<file path="config.mk">
export PLATFORM = sky130hd
export DESIGN_NAME = rr_arbiter_8_flat
export DESIGN_NICKNAME = d
export VERILOG_FILES = /design/src/rtl/rr_arbiter_8_if.sv /design/src/rtl/rr_arbiter_8.sv /design/src/flat_wrapper.sv
export SDC_FILE = /design/constraint.sdc
export NUM_CORES = 1
export LEC_CHECK = 0
export CAP_MARGIN = 20
export CORE_AREA = 10 10 90 123
export DETAILED_ROUTE_END_ITERATION = 6
export DIE_AREA = 0 0 100 133
export PLACE_DENSITY = 0.55
export SYNTH_ARGS = -nofsm -noshare
export SYNTH_HDL_FRONTEND = slang
export SYNTH_SLANG_ARGS = --single-unit
</file>
<file path="constraint.sdc">
create_clock -name clk -period 3.75 [get_ports clk]
set_input_delay 0.75 -clock clk [delete_from_list [all_inputs] [get_ports clk]]
set_output_delay 0.75 -clock clk [all_outputs]
set_load 0.01 [all_outputs]
</file>
<file path="src/rtl/rr_arbiter_8_if.sv">
// Request/grant bundle shared between the requesters and the 8-way
// round-robin arbiter that drives the select of an 8:1 mux path.
interface rr_arbiter_8_if;
  logic [7:0] req;
  logic       done;
  logic [7:0] gnt;
  logic [2:0] sel;
  logic       gnt_valid;

  modport master (
    output req,
    output done,
    input  gnt,
    input  sel,
    input  gnt_valid
  );

  modport slave (
    input  req,
    input  done,
    output gnt,
    output sel,
    output gnt_valid
  );
endinterface

</file>
<file path="src/rtl/rr_arbiter_8.sv">
// 8-way round-robin arbiter with a bounded hold time.
// An owner keeps the grant until it signals done, drops its request,
// or has held for MAX_HOLD cycles while somebody else is waiting.
// On release the priority pointer moves just past the old owner, and a
// waiting requester is granted on the same edge (no idle bubble).
// All outputs are decoded purely from registered state.
module rr_arbiter_8 #(
  parameter int unsigned MAX_HOLD = 4
) (
  input  logic          clk,
  input  logic          reset_n,
  rr_arbiter_8_if.slave bus
);

  typedef enum logic {
    IDLE = 1'b0,
    BUSY = 1'b1
  } state_t;

  // Last hold count an owner may reach before a waiting request forces rotation.
  localparam logic [3:0] HOLD_LAST = 4'(MAX_HOLD - 1);

  state_t     r_state;
  logic [2:0] r_owner;
  logic [2:0] r_ptr;
  logic [3:0] r_hcnt;

  state_t     w_state_n;
  logic [2:0] w_owner_n;
  logic [2:0] w_ptr_n;
  logic [3:0] w_hcnt_n;
  logic [7:0] w_others;
  logic       w_release;

  // First set bit of r scanning base, base+1, ... with 3-bit wrap.
  // Walking downward lets the lowest offset overwrite the others.
  function automatic logic [2:0] rr_scan(input logic [7:0] r, input logic [2:0] base);
    logic [2:0] idx;
    rr_scan = 3'd0;
    for (int k = 7; k >= 0; k--) begin
      idx = base + 3'(k);
      if (r[idx]) rr_scan = idx;
    end
  endfunction

  // Next-state, owner, pointer and hold-count selection.
  always_comb begin
    w_state_n = r_state;
    w_owner_n = r_owner;
    w_ptr_n   = r_ptr;
    w_hcnt_n  = r_hcnt;
    w_others  = bus.req & ~(8'b1 << r_owner);
    w_release = bus.done || !bus.req[r_owner] ||
                ((r_hcnt == HOLD_LAST) && (|w_others));

    case (r_state)
      IDLE: begin
        if (|bus.req) begin
          w_owner_n = rr_scan(bus.req, r_ptr);
          w_hcnt_n  = 4'd0;
          w_state_n = BUSY;
        end
      end
      BUSY: begin
        if (w_release) begin
          w_ptr_n  = r_owner + 3'd1;
          w_hcnt_n = 4'd0;
          if (|w_others) begin
            // Old owner is masked out, so it cannot win back-to-back.
            w_owner_n = rr_scan(w_others, r_owner + 3'd1);
          end else begin
            w_owner_n = 3'd0;
            w_state_n = IDLE;
          end
        end else if (r_hcnt != HOLD_LAST) begin
          w_hcnt_n = r_hcnt + 4'd1;
        end
      end
      default: begin
        w_state_n = IDLE;
        w_owner_n = 3'd0;
      end
    endcase
  end

  // State register; reset drops any grant immediately.
  always_ff @(posedge clk or negedge reset_n) begin
    if (!reset_n) begin
      r_state <= IDLE;
      r_owner <= 3'd0;
      r_ptr   <= 3'd0;
      r_hcnt  <= 4'd0;
    end else begin
      r_state <= w_state_n;
      r_owner <= w_owner_n;
      r_ptr   <= w_ptr_n;
      r_hcnt  <= w_hcnt_n;
    end
  end

  // Owner is kept at 0 while idle, so sel reads 0 without a grant.
  assign bus.gnt_valid = (r_state == BUSY);
  assign bus.sel       = r_owner;
  assign bus.gnt       = (r_state == BUSY) ? (8'b1 << r_owner) : 8'b0;

endmodule
</file>
<file path="src/flat_wrapper.sv">
// flat-port wrapper written by rule: the top's interface ports become plain ports
module rr_arbiter_8_flat 
#(
  parameter int unsigned MAX_HOLD = 4
)
  (clk, reset_n, bus_req, bus_done, bus_gnt, bus_sel, bus_gnt_valid);
  rr_arbiter_8_if bus_i ();
  input  logic clk;
  input  logic reset_n;
  input wire logic [$bits(bus_i.req)-1:0] bus_req;
  input wire logic [$bits(bus_i.done)-1:0] bus_done;
  output wire logic [$bits(bus_i.gnt)-1:0] bus_gnt;
  output wire logic [$bits(bus_i.sel)-1:0] bus_sel;
  output wire logic [$bits(bus_i.gnt_valid)-1:0] bus_gnt_valid;
  assign bus_i.req = bus_req;
  assign bus_i.done = bus_done;
  assign bus_gnt = bus_i.gnt;
  assign bus_sel = bus_i.sel;
  assign bus_gnt_valid = bus_i.gnt_valid;
  rr_arbiter_8 #(.MAX_HOLD(MAX_HOLD)) u_core (.clk(clk), .reset_n(reset_n), .bus(bus_i));
endmodule
</file>
# Word-level counts from Yosys, hierarchy flattened

Cells that the tools add are included.

Register bits: 11
Input bits: 11
Output and inout bits: 12
Logic and storage cells: 118

Add/subtract/negate cells: 16
Order comparisons: 17
Equality and inequality tests: 5
Shift operators: 1
Muxes and demuxes: 63
Bitwise logic cells: 3
Reductions and logical operators: 9

Operators with widths:

| cell                                                                         | count |
|---|---|
| 3-bit by 4-bit less-than comparator with 1-bit output, second input constant | 17 |
| 3-bit 2-to-1 mux                                                             | 19 |
| 1-bit binary-select mux with 3-bit select                                    | 17 |
| 3-bit adder, second input constant                                           | 8 |
| 1-bit 2-to-1 mux                                                             | 20 |
| 8-bit OR reduction                                                           | 2 |
| 3-bit by 2-bit adder with 3-bit output, second input constant                | 4 |
| 4-bit 2-to-1 mux                                                             | 3 |
| 3-bit by 1-bit adder with 3-bit output, second input constant                | 3 |
| 8-bit AND                                                                    | 1 |
| 8-bit 2-to-1 mux                                                             | 1 |
| 8-bit NOT                                                                    | 1 |
| 4-bit case mux with 2 select lines                                           | 1 |
| 1-bit by 3-bit left shift with 8-bit output, first input constant            | 1 |
| 3-bit case mux with 2 select lines                                           | 1 |
| 2-bit AND reduction                                                          | 3 |
| 4-bit by 1-bit adder with 4-bit output, second input constant                | 1 |
| 4-bit by 2-bit == test with 1-bit output, second input constant              | 1 |
| 4-bit by 2-bit != test with 1-bit output, second input constant              | 1 |
| 3-bit != test, second input constant                                         | 1 |
| 1-bit logical OR                                                             | 2 |
| 2-bit by 1-bit != test with 1-bit output, second input constant              | 1 |
| 2-bit != test, second input constant                                         | 1 |
| 1-bit case mux with 2 select lines                                           | 1 |
| 3 further kinds                                                              | 3 |

# Logic depth before layout (Yosys ltp)

Gate-level depths: netlist of the first run.

Word-level depth: 16
Mapped depth: 12
Depth with buffers taken out: 9

# Worst setup path before layout of the first run

No wires, ideal clock.

Kind: register to register
Start point: register u_core.r_owner[0], in the netlist u_core.bus.sel[0]
End point: register u_core.r_owner[0], in the netlist u_core.bus.sel[0]
Library setup time: 125 ps
Data arrival time: 2893 ps
Data required time: 3625 ps
Setup slack: 732 ps
Stages on the path, launching flop included: 12
Buffers on the path: 2
Clock period less this slack: 3018 ps
Cells stage by stage: dfrtp_1 buf_4 inv_1 ha_1 and2_1 clkbuf_1 a2bb2oi_1 mux4_2 and3_4 nor2b_1 a311oi_2 mux2_2

Longest elaborated chain between the ends: 16
Elaborated cells on any way between the ends: 47
Those cells by class: add/sub (8); eq/ne (1); shift (1); mux (29); bitwise (2); reduce/logical (6)

Ends and longest elaborated chain:

| what                                                                            | line               | text |
|---|---|---|
| start, declared                                                                 | rr_arbiter_8.sv:24 | `logic [2:0] r_owner;` |
| start signal, assigned                                                          | rr_arbiter_8.sv:95 | `r_owner <= w_owner_n;` |
| branches (longest 16 deep; another with 3-bit by 1-bit adder with 3-bit output) | -                  |  |

Several ways; the timed one is not identified. The select of a mux whose other input is x is not followed.
A chain may end at the register's enable or synchronous reset.

# Final worst setup path of the first run

Start point: register u_core.r_owner[1], in the netlist u_core.bus.sel[1]
End point: register u_core.r_owner[2], in the netlist u_core.bus.sel[2]

Same word-level chain as after synthesis.

==> results.md, run 1 <==
* Status: finished clean
* FF-to-FF path depth at 9
* Commonest cells post-synth: 24 x nand2_1, 21 x a21oi_1, 18 x mux4_2
* Slew Limit Fails at 0
* Die width at roughly 100 um
* Post-synth EDFFs at 0
* Ys flop type: dfrtp_1
* Clk Latency, worst-skew pair at approximately 0.24 ns
* Routed vias/inst at about 6.0
* Synthesized cell area at 0.00258 mm2
* Cts bufs inserted at 3
* DRT Pass-1 Iters at 4
* CTS Hold Bufs at 0
* Area growth, synth to finish at 15.3%
* Layout Nets at about 350
* Req. time, crit path at 3.85 ns
* Worst setup EP type: register
* GRT met1 Usage at approximately an eighth
* Port buffer count at 22
* Asr flop ratio synth at between 90% and 100%
* Syn nets at between 300 and 400
* Unrepaired setup endpoints after global routing: false
* DR WL/cell at roughly 19 um
* DR vias at around 2,600
* Hpwl dp at about 6.5 mm
* Area contributors post-synth: mux4_2 16%, dfrtp_1 11%, ha_1 5.3%
* Syn Area/Cell at 8.32 um2
* Grt met2 use at 21.9%
* Vias in the first global route at approximately 2,600
* CP Max Fanout at 12
* Postcts setup bufs at 0
* DRT iter0 DRCs at 119
* Sum Neg Setup Slack at 0 ns
* Period utilization at 89.0%
* Max Cap Violations at 0
* CTS root buffer: clkbuf_16
* Residual DRC at 0
* Global routing usage on met3 at less than 1%
* Crit path arrival time at 3.43 ns
* Chip height at ~130 um
* Hold WS at a little over 0.5 ns
* Clock Sink Count at 11
* Cell variety after synth at between 70 and 80
* Cell Rows at between 40 and 50
* Final setup violation count at 0
* ANT cells at 0
* Post-route ant nets at 0
* Share of cells above drive strength 1 at between 15 and 20%
* First-pass GRT wire length at roughly 13 mm
* I/O pin count at 23
* Post-Place Cells at around 430
* H-tree depth at 1
* Highest Clock Rate at ~300 MHz
* GRT Total Usage at between 10% and 20%
* GR peak layer: met2
* Seq/Total Area, Yosys at 10.7%
* Final WL at 8.10 mm
* Number of cells on the worst hold path at 1
* Post-route insts no fill at between 400 and 500
* Most common cell in the netlist: nand2_1
* CTS tree: built
* Initial antenna violation count at 0
* Post_cts resized at 0
* Die area at about 0.013 mm2
* Final worst path period need at around 3.3 ns
* Yosys reg bits at 11
* Crit Path Class: reg2reg
* CP startpoint kind: register
* Starting density of the core at between 20% and 30%
* Max transition margin at roughly 57%
* Post-Syn Instances at between 300 and 400
* GP Congestion at roughly 0.85
* Area leader, netlist: mux4_2
* Global route overflow at 0
* Largest net degree at the start of global routing at 31
* Clock transition at path regs at ~0.04 ns
* Worst min path class: reg2reg
* Final hold vios at 0
* Core Region at 0.00887 mm2
* Clk_skew at just over 0.002 ns
* Worst slew pin tran at 0.647 ns
* Clock Tree Buf Depth at 2
* Yosys warns at 0
* Yosys top cell area share at between 10% and 20%
-- final timing paths --
kind                                               startpoint  slack (ns)                        endpoint
worst max-delay path            u_core.bus.sel[1]$_DFFE_PN0P_        0.41   u_core.bus.sel[2]$_DFFE_PN0P_
worst min-delay path             u_core.r_hcnt[3]$_DFFE_PN0P_        0.51    u_core.r_hcnt[3]$_DFFE_PN0P_
worst max register to register  u_core.bus.sel[1]$_DFFE_PN0P_        0.41   u_core.bus.sel[2]$_DFFE_PN0P_
worst min register to register   u_core.r_hcnt[3]$_DFFE_PN0P_        0.51    u_core.r_hcnt[3]$_DFFE_PN0P_
max in group asynchronous                             reset_n        2.55  u_core.bus.gnt_valid$_DFF_PN0_
min in group asynchronous                             reset_n        0.86    u_core.r_hcnt[0]$_DFFE_PN0P_
-- per-layer routing --
layer | vias to the layer above | wire length (um)
met1 | 1248 | 3100
li1 | 1228 | -
met2 | 62 | 4470
met3 | 22 | 169
met4 | 0 | 359
met5 | - | 0
-- state kept, by name, summed over array words and instances (netlist names) --
name and cells:
u_core.bus.gnt_valid 1, u_core.bus.sel 3, u_core.r_hcnt 4, u_core.r_ptr 3
-- final cells by class --
class	instances	area [um2]
clock buffers	4	78.8
fillers	921	5900
multi-input cells	258	2120
well taps	107	134
repair buffers	34	310
flip-flops and latches	11	275
inverters	16	60.1
-- placed cells by master (no fill, tap or decap), types with 4 or more instances in the layout --
cell             count
a21oi_1             21
and2_1               4
nor2b_1             11
mux4_2              18
nor2_1              14
a211oi_1             4
nand2b_1             9
o221ai_1             6
nand2_1             24
o22ai_1              4
and3_1               7
clkdlybuf4s50_1     22
o211ai_1             5
nand3_1              9
dfrtp_1             11
a31oi_1              5
mux2_2               5
inv_1               14
buf_4               12
a21boi_0             4
ha_1                11
o21ai_0             17
mux2i_1             10
-- through the flow --
step / util (%) / setup WS (ns) / area [um2]
after floorplan: - / 0.732 / 2580
after global placement: 32.6 / 0.311 / 2900
after detailed placement: 32.6 / 0.307 / 2900
after CTS: 33.5 / 0.402 / 2980
after global routing: 33.5 / 0.253 / 2980
final: 33.5 / 0.412 / 2980
-- cells by family (layout without fill, tap and decap cells) --
logic type / Yosys count / after routing / synth area share, %
muxes: 36 / 36 / 23.8
buffers and inverters: 41 / 54 / 7.27
AOI/OAI and AO/OA: 105 / 105 / 29.4
xor gates and xnor gates: 4 / 4 / 1.94
and+or+nand+nor: 102 / 102 / 21.6
DFF: 11 / 11 / 10.7
adders and majority gates: 11 / 11 / 5.33
-- critical path: stages, from the launching register on --
cell and delay, ns:
dfrtp_1 0.50, ha_1 0.27, ha_1 0.58, mux4_2 0.66, and2_0 0.19, a31oi_1 0.32
a21boi_0 0.23, nand4_1 0.10, a21oi_1 0.20, o211ai_1 0.13
Power of run 1 is not shown: default switching activity piles up to over one toggle a cycle in this logic, so the estimate is an artifact.
==> run 2, diff against run 1 <==
--- a/config.mk
+++ b/config.mk
@@ -5,11 +5,12 @@
 export SDC_FILE = /design/constraint.sdc
 export NUM_CORES = 1
 export LEC_CHECK = 0
+export ABC_CLOCK_PERIOD_IN_PS = 3750
 export CAP_MARGIN = 20
-export CORE_AREA = 10 10 90 123
+export CORE_AREA = 10 10 92 94
 export DETAILED_ROUTE_END_ITERATION = 6
-export DIE_AREA = 0 0 100 133
-export PLACE_DENSITY = 0.55
+export DIE_AREA = 0 0 102 104
+export PLACE_DENSITY = 0.67
 export SYNTH_ARGS = -nofsm -noshare
 export SYNTH_HDL_FRONTEND = slang
 export SYNTH_SLANG_ARGS = --single-unit
==> results.md, run 2 (synthesis gave the netlist of run 1 again) <==
* Status: finished clean (unchanged)
* H-tree depth at 1 (unchanged)
* Grt met2 use at 23.5% (was 21.9%)
* CTS Hold Bufs at 0 (unchanged)
* Routed vias/inst at 6.31 (was 5.95)
* Postcts setup bufs at 0 (unchanged)
* CP startpoint kind: register (unchanged)
* Worst slew pin tran at 0.621 ns (was 0.647 ns)
* Die area at 0.0106 mm2 (was 0.0133 mm2)
* Req. time, crit path at 3.86 ns (was 3.85 ns)
* Final Util at 43.4% (was 33.5%)
* Final worst path period need at 3.30 ns (was 3.34 ns)
* Clk_skew at 0.00171 ns (was 0.00207 ns)
* Post-route ant nets at 0 (unchanged)
* Largest net degree at the start of global routing at 31 (unchanged)
* Residual DRC at 0 (unchanged)
* DR vias at 2,537 (was 2,560)
* GP Congestion at 0.930 (was 0.853)
* ANT cells at 0 (unchanged)
* Slowest-stage cell, CP: mux4_2 (unchanged)
* Global route overflow at 0 (unchanged)
* Max transition margin at 58.6% (was 56.9%)
* Crit path arrival time at 3.41 ns (was 3.43 ns)
* Cts bufs inserted at 3 (unchanged)
* Sum Neg Setup Slack at 0 ns (unchanged)
* Crit Path Class: reg2reg (unchanged)
* GR peak layer: met2 (unchanged)
* CTS tree: built (unchanged)
* GRT met1 Usage at 19.0% (was 12.9%)
* Slowest stage delay, CP at 0.64 ns (was 0.66 ns)
* Commonest non-fill, non-tap cell in the layout: nand2_1 (unchanged)
* Vias in the first global route at 2,518 (was 2,551)
* Worst min path class: reg2reg (unchanged)
* Highest Clock Rate at 303 MHz (was 300 MHz)
* Clk Latency, worst-skew pair at 0.24 ns (about the same)
* Area growth, synth to finish at 12.4% (was 15.3%)
* Max reg flops at 4 (unchanged)
* CP top delay family: compound AO/OA/AOI/OAI gates (unchanged)
* Most used cell, CP: ha_1 (unchanged)
* Layout Nets at 345 (was 346)
* CP Cell Sequence: ha_1 -> ha_1 -> mux4_2 -> and2_0 -> a31oi_1 -> a21boi_0 -> nand4_1 -> a21oi_1 -> o211ai_1 (unchanged)
* Clock Tree Buf Depth at 2 (unchanged)
* Global routing usage on met3 at 1.33% (was 0.573%)
* Clock transition at path regs at 0.05 ns (was 0.04 ns)
* CP Max Fanout at 15 (was 12)
* Biggest register: u_core.r_hcnt (unchanged)
* Core Region at 0.00668 mm2 (was 0.00887 mm2)
* Final setup violation count at 0 (unchanged)
* Unrepaired setup endpoints after global routing: false (unchanged)
* Final hold vios at 0 (unchanged)
* Post_cts resized at 0 (unchanged)
* Buf/Inv on CP at 0 (unchanged)
* Initial antenna violation count at 0 (unchanged)
* First-pass GRT wire length at 12.8 mm (was 13.3 mm)
* DR WL/cell at 18.4 um (was 18.8 um)
* Hold WS at 0.512 ns (was 0.506 ns)
* Setup ws final at 0.450 ns (was 0.412 ns)
* Final WL at 7.40 mm (was 8.10 mm)
* Share of cells above drive strength 1 at 16.5% (was 16.7%)
* Hpwl dp at 5.71 mm (was 6.46 mm)
* Starting density of the core at 38.6% (was 29.1%)
* Die width at 102 um (was 100 um)
* Port buffer count at 22 (unchanged)
* Chip height at 104 um (was 133 um)
* Cell Rows at 30 (was 41)
* Max Cap Violations at 0 (unchanged)
* CTS root buffer: clkbuf_8 (was clkbuf_16)
* Period utilization at 88.0% (was 89.0%)
* Worst setup EP type: register (unchanged)
* Slew Limit Fails at 0 (unchanged)
* GRT Total Usage at 14.3% (was 11.9%)
* # fillers at 662 (was 921)
* DRT Pass-1 Iters at 4 (unchanged)
* Most frequent cells in the layout: 24 x nand2_1, 22 x clkdlybuf4s50_1, 21 x a21oi_1 (unchanged)
* DRT iter0 DRCs at 235 (was 119)
* I/O pin count at 23 (unchanged)
* Pre-CTS setup slack at 0.306 ns (was 0.307 ns)
* Clock Sink Count at 11 (unchanged)
==> run 2: cell count changes in the layout (fill, tap and decap cells not counted) <==
cell | previous run | this run
buf_4 | 12 | 11
clkbuf_8 | 0 | 3
clkbuf_16 | 3 | 0
==> run 2: worst paths after layout <==
check | startpoint | to | slack, ns | depth (start not counted)
max | u_core.bus.sel[0]$_DFFE_PN0P_ | u_core.bus.sel[2]$_DFFE_PN0P_ | 0.45 | 9
min reg2reg | u_core.r_hcnt[2]$_DFFE_PN0P_ | u_core.r_hcnt[2]$_DFFE_PN0P_ | 0.51 | 1
min in group asynchronous | reset_n | u_core.r_hcnt[1]$_DFFE_PN0P_ | 0.84 | 1
max reg2reg | u_core.bus.sel[0]$_DFFE_PN0P_ | u_core.bus.sel[2]$_DFFE_PN0P_ | 0.45 | 9
min | u_core.r_hcnt[2]$_DFFE_PN0P_ | u_core.r_hcnt[2]$_DFFE_PN0P_ | 0.51 | 1
max in group asynchronous | reset_n | u_core.bus.gnt_valid$_DFF_PN0_ | 2.59 | 1
==> run 2: final cells by class <==
type,instances,area (um2),area share [%]
clock buffer,4,45.0,1.55
timing repair buffer,33,303,10.4
multi-input combinational,258,2120,73.0
tap,80,100,3.45
inverter,16,60.1,2.07
sequential,11,275,9.49
==> run 2: layer usage <==
metal,part of all wire (%),vias to the layer above
met5,0,-
met4,1.2,0
met3,5.2,12
met2,50,77
met1,44,1228
li1,-,1220
==> run 2: metrics by stage <==
stage,instance area [um2],instances
2_1_floorplan,2580,310
6_report,2900,402
3_5_place_dp,2860,398
4_1_cts,2900,402
5_1_grt,2900,402
3_3_place_gp,2860,398
Power of run 2 is left out for the same reason.
==> run 3, diff against run 2 <==
--- a/config.mk
+++ b/config.mk
@@ -10,6 +10,7 @@
 export CORE_AREA = 10 10 92 94
 export DETAILED_ROUTE_END_ITERATION = 6
 export DIE_AREA = 0 0 102 104
+export GPL_ROUTABILITY_DRIVEN = 0
 export PLACE_DENSITY = 0.67
 export SYNTH_ARGS = -nofsm -noshare
 export SYNTH_HDL_FRONTEND = slang
==> results.md, run 3 (synthesis gave the netlist of run 1 again) <==
* Share of cells above drive strength 1 at 16.5% (unchanged)
* Final hold vios at 0 (unchanged)
* Final WL at 7.32 mm (was 7.40 mm)
* CTS root buffer: clkbuf_8 (unchanged)
* Hpwl dp at 5.69 mm (was 5.71 mm)
* Max reg flops at 4 (unchanged)
* Worst Setup EP: u_core.bus.sel[0]$_DFFE_PN0P_ (was u_core.bus.sel[2]$_DFFE_PN0P_)
* Clock Sink Count at 11 (unchanged)
* Reg-to-reg slack, setup at 0.44 ns (was 0.45 ns)
* Status: finished clean (unchanged)
* GRT Total Usage at 14.1% (was 14.3%)
* Slew Limit Fails at 0 (unchanged)
* Highest Clock Rate at 302 MHz (was 303 MHz)
* Die area at 0.0106 mm2 (unchanged)
* DR WL/cell at 18.2 um (was 18.4 um)
* Postcts setup bufs at 0 (unchanged)
* Area growth, synth to finish at 12.4% (unchanged)
* First-pass GRT wire length at 12.7 mm (was 12.8 mm)
* Period utilization at 88.3% (was 88.0%)
* Unrepaired setup endpoints after global routing: false (unchanged)
* Final worst path period need at 3.31 ns (was 3.30 ns)
* Chip height at 104 um (unchanged)
* Most frequent cells in the layout: 24 x nand2_1, 22 x clkdlybuf4s50_1, 21 x a21oi_1 (unchanged)
* DRT iter0 DRCs at 216 (was 235)
* Die width at 102 um (unchanged)
* Max Cap Violations at 0 (unchanged)
* CTS tree: built (unchanged)
* Clk_skew at 0.00312 ns (was 0.00171 ns)
* CP Cell Sequence: inv_1 -> ha_1 -> nor2b_1 -> o22ai_1 -> mux4_2 -> a21oi_1 -> o31ai_1 -> a311oi_2 -> mux2_2 (was ha_1 -> ha_1 -> mux4_2 -> and2_0 -> a31oi_1 -> a21boi_0 -> nand4_1 -> a21oi_1 -> o211ai_1)
* Worst slew pin tran at 0.603 ns (was 0.621 ns)
* Req. time, crit path at 3.88 ns (was 3.86 ns)
* ANT cells at 0 (unchanged)
* CP startpoint kind: register (unchanged)
* Vias in the first global route at 2,501 (was 2,518)
* Sum Neg Setup Slack at 0 ns (unchanged)
* Final setup violation count at 0 (unchanged)
* Post_cts resized at 0 (unchanged)
* Residual DRC at 0 (unchanged)
* Global route overflow at 0 (unchanged)
* Clock Tree Buf Depth at 2 (unchanged)
* DRT Pass-1 Iters at 5 (was 4)
* Endpoint of the lowest-slack register-to-register path: u_core.bus.sel[0]$_DFFE_PN0P_ (was u_core.bus.sel[2]$_DFFE_PN0P_)
* Cell Rows at 30 (unchanged)
* CTS Hold Bufs at 0 (unchanged)
* Clk Latency, worst-skew pair at 0.24 ns (about the same)
* Slowest stage delay, CP at 0.57 ns (was 0.64 ns)
* Cts bufs inserted at 3 (unchanged)
* CP Max Fanout at 9 (was 15)
* Core Region at 0.00668 mm2 (unchanged)
* Start point of the critical path: u_core.bus.sel[0]$_DFFE_PN0P_ (unchanged)
* Slowest-stage cell, CP: mux4_2 (unchanged)
* Largest net degree at the start of global routing at 31 (unchanged)
* CP top delay family: multiplexers (was compound AO/OA/AOI/OAI gates)
* Buf/Inv on CP at 1 (was 0)
* Post-route ant nets at 0 (unchanged)
* Starting density of the core at 38.6% (unchanged)
* Layout Nets at 345 (unchanged)
* Routed vias/inst at 6.45 (was 6.31)
* I/O pin count at 23 (unchanged)
* Crit. path cell count at 9 (unchanged)
* Commonest non-fill, non-tap cell in the layout: nand2_1 (unchanged)
* Worst setup EP type: register (unchanged)
* Biggest register: u_core.r_hcnt (unchanged)
* Crit path arrival time at 3.44 ns (was 3.41 ns)
* Number of cells on the worst hold path at 1 (unchanged)
* Crit Path Class: reg2reg (unchanged)
* Worst min path class: reg2reg (unchanged)
* DR vias at 2,592 (was 2,537)
* H-tree depth at 1 (unchanged)
* Clock transition at path regs at 0.05 ns (about the same)
* FF-to-FF path depth at 9 (unchanged)
* FF-to-FF Start: u_core.bus.sel[0]$_DFFE_PN0P_ (unchanged)
* Max transition margin at 59.8% (was 58.6%)
* Initial antenna violation count at 0 (unchanged)
* Port buffer count at 22 (unchanged)
-- run 3: area by class of cell --
| class | count | area [um2] |
|---|---|---|
| Clock buffer | 4 | 45.0 |
| Fill cell | 656 | 3780 |
| Inverter | 16 | 60.1 |
| Multi-Input combinational cell | 258 | 2120 |
| Sequential cell | 11 | 275 |
| Tap cell | 80 | 100 |
| Timing Repair Buffer | 33 | 303 |
-- run 3: how the worst min path moves through the flow --
stage                                             from                        endpoint  slack (ns)
final                     u_core.r_hcnt[3]$_DFFE_PN0P_    u_core.r_hcnt[3]$_DFFE_PN0P_        0.50
after global routing      u_core.r_hcnt[2]$_DFFE_PN0P_    u_core.r_hcnt[2]$_DFFE_PN0P_        0.53
after CTS                 u_core.r_hcnt[2]$_DFFE_PN0P_    u_core.r_hcnt[2]$_DFFE_PN0P_        0.51
after detailed placement  u_core.r_hcnt[2]$_DFFE_PN0P_    u_core.r_hcnt[2]$_DFFE_PN0P_        0.49
after global placement    u_core.r_hcnt[2]$_DFFE_PN0P_    u_core.r_hcnt[2]$_DFFE_PN0P_        0.49
after floorplan                                reset_n  u_core.bus.gnt_valid$_DFF_PN0_        0.45
-- run 3: stage by stage --
stage                     setup WS (ns)  cell area, um2  std cells  hold slack, ns  utilization [%]
after floorplan                   0.732            2580        310           0.454                -
after global placement            0.331            2860        398           0.489             42.7
after detailed placement          0.330            2860        398           0.494             42.7
after CTS                         0.499            2900        402           0.506             43.4
after global routing              0.254            2900        402           0.532             43.4
final                             0.438            2900        402           0.504             43.4
-- run 3: worst register-to-register path, cell delays in order (launching register included) --
cell	delay, ns
dfrtp_1	0.46
inv_1	0.32
ha_1	0.29
nor2b_1	0.38
o22ai_1	0.25
mux4_2	0.57
a21oi_1	0.19
o31ai_1	0.11
a311oi_2	0.28
mux2_2	0.35
-- run 3: routing by layer --
layer / wire length [um] / share of wire [%] / vias to the layer above / track usage (%)
met3: 394 / 5.4 / 12 / 1.26
met5: 0 / 0 / - / 0
li1: - / - / 1218 / -
met2: 3700 / 51 / 110 / 23.2
met4: 142 / 1.9 / 0 / 4.23
met1: 3090 / 42 / 1252 / 18.8
Power of run 3 is left out for the same reason.
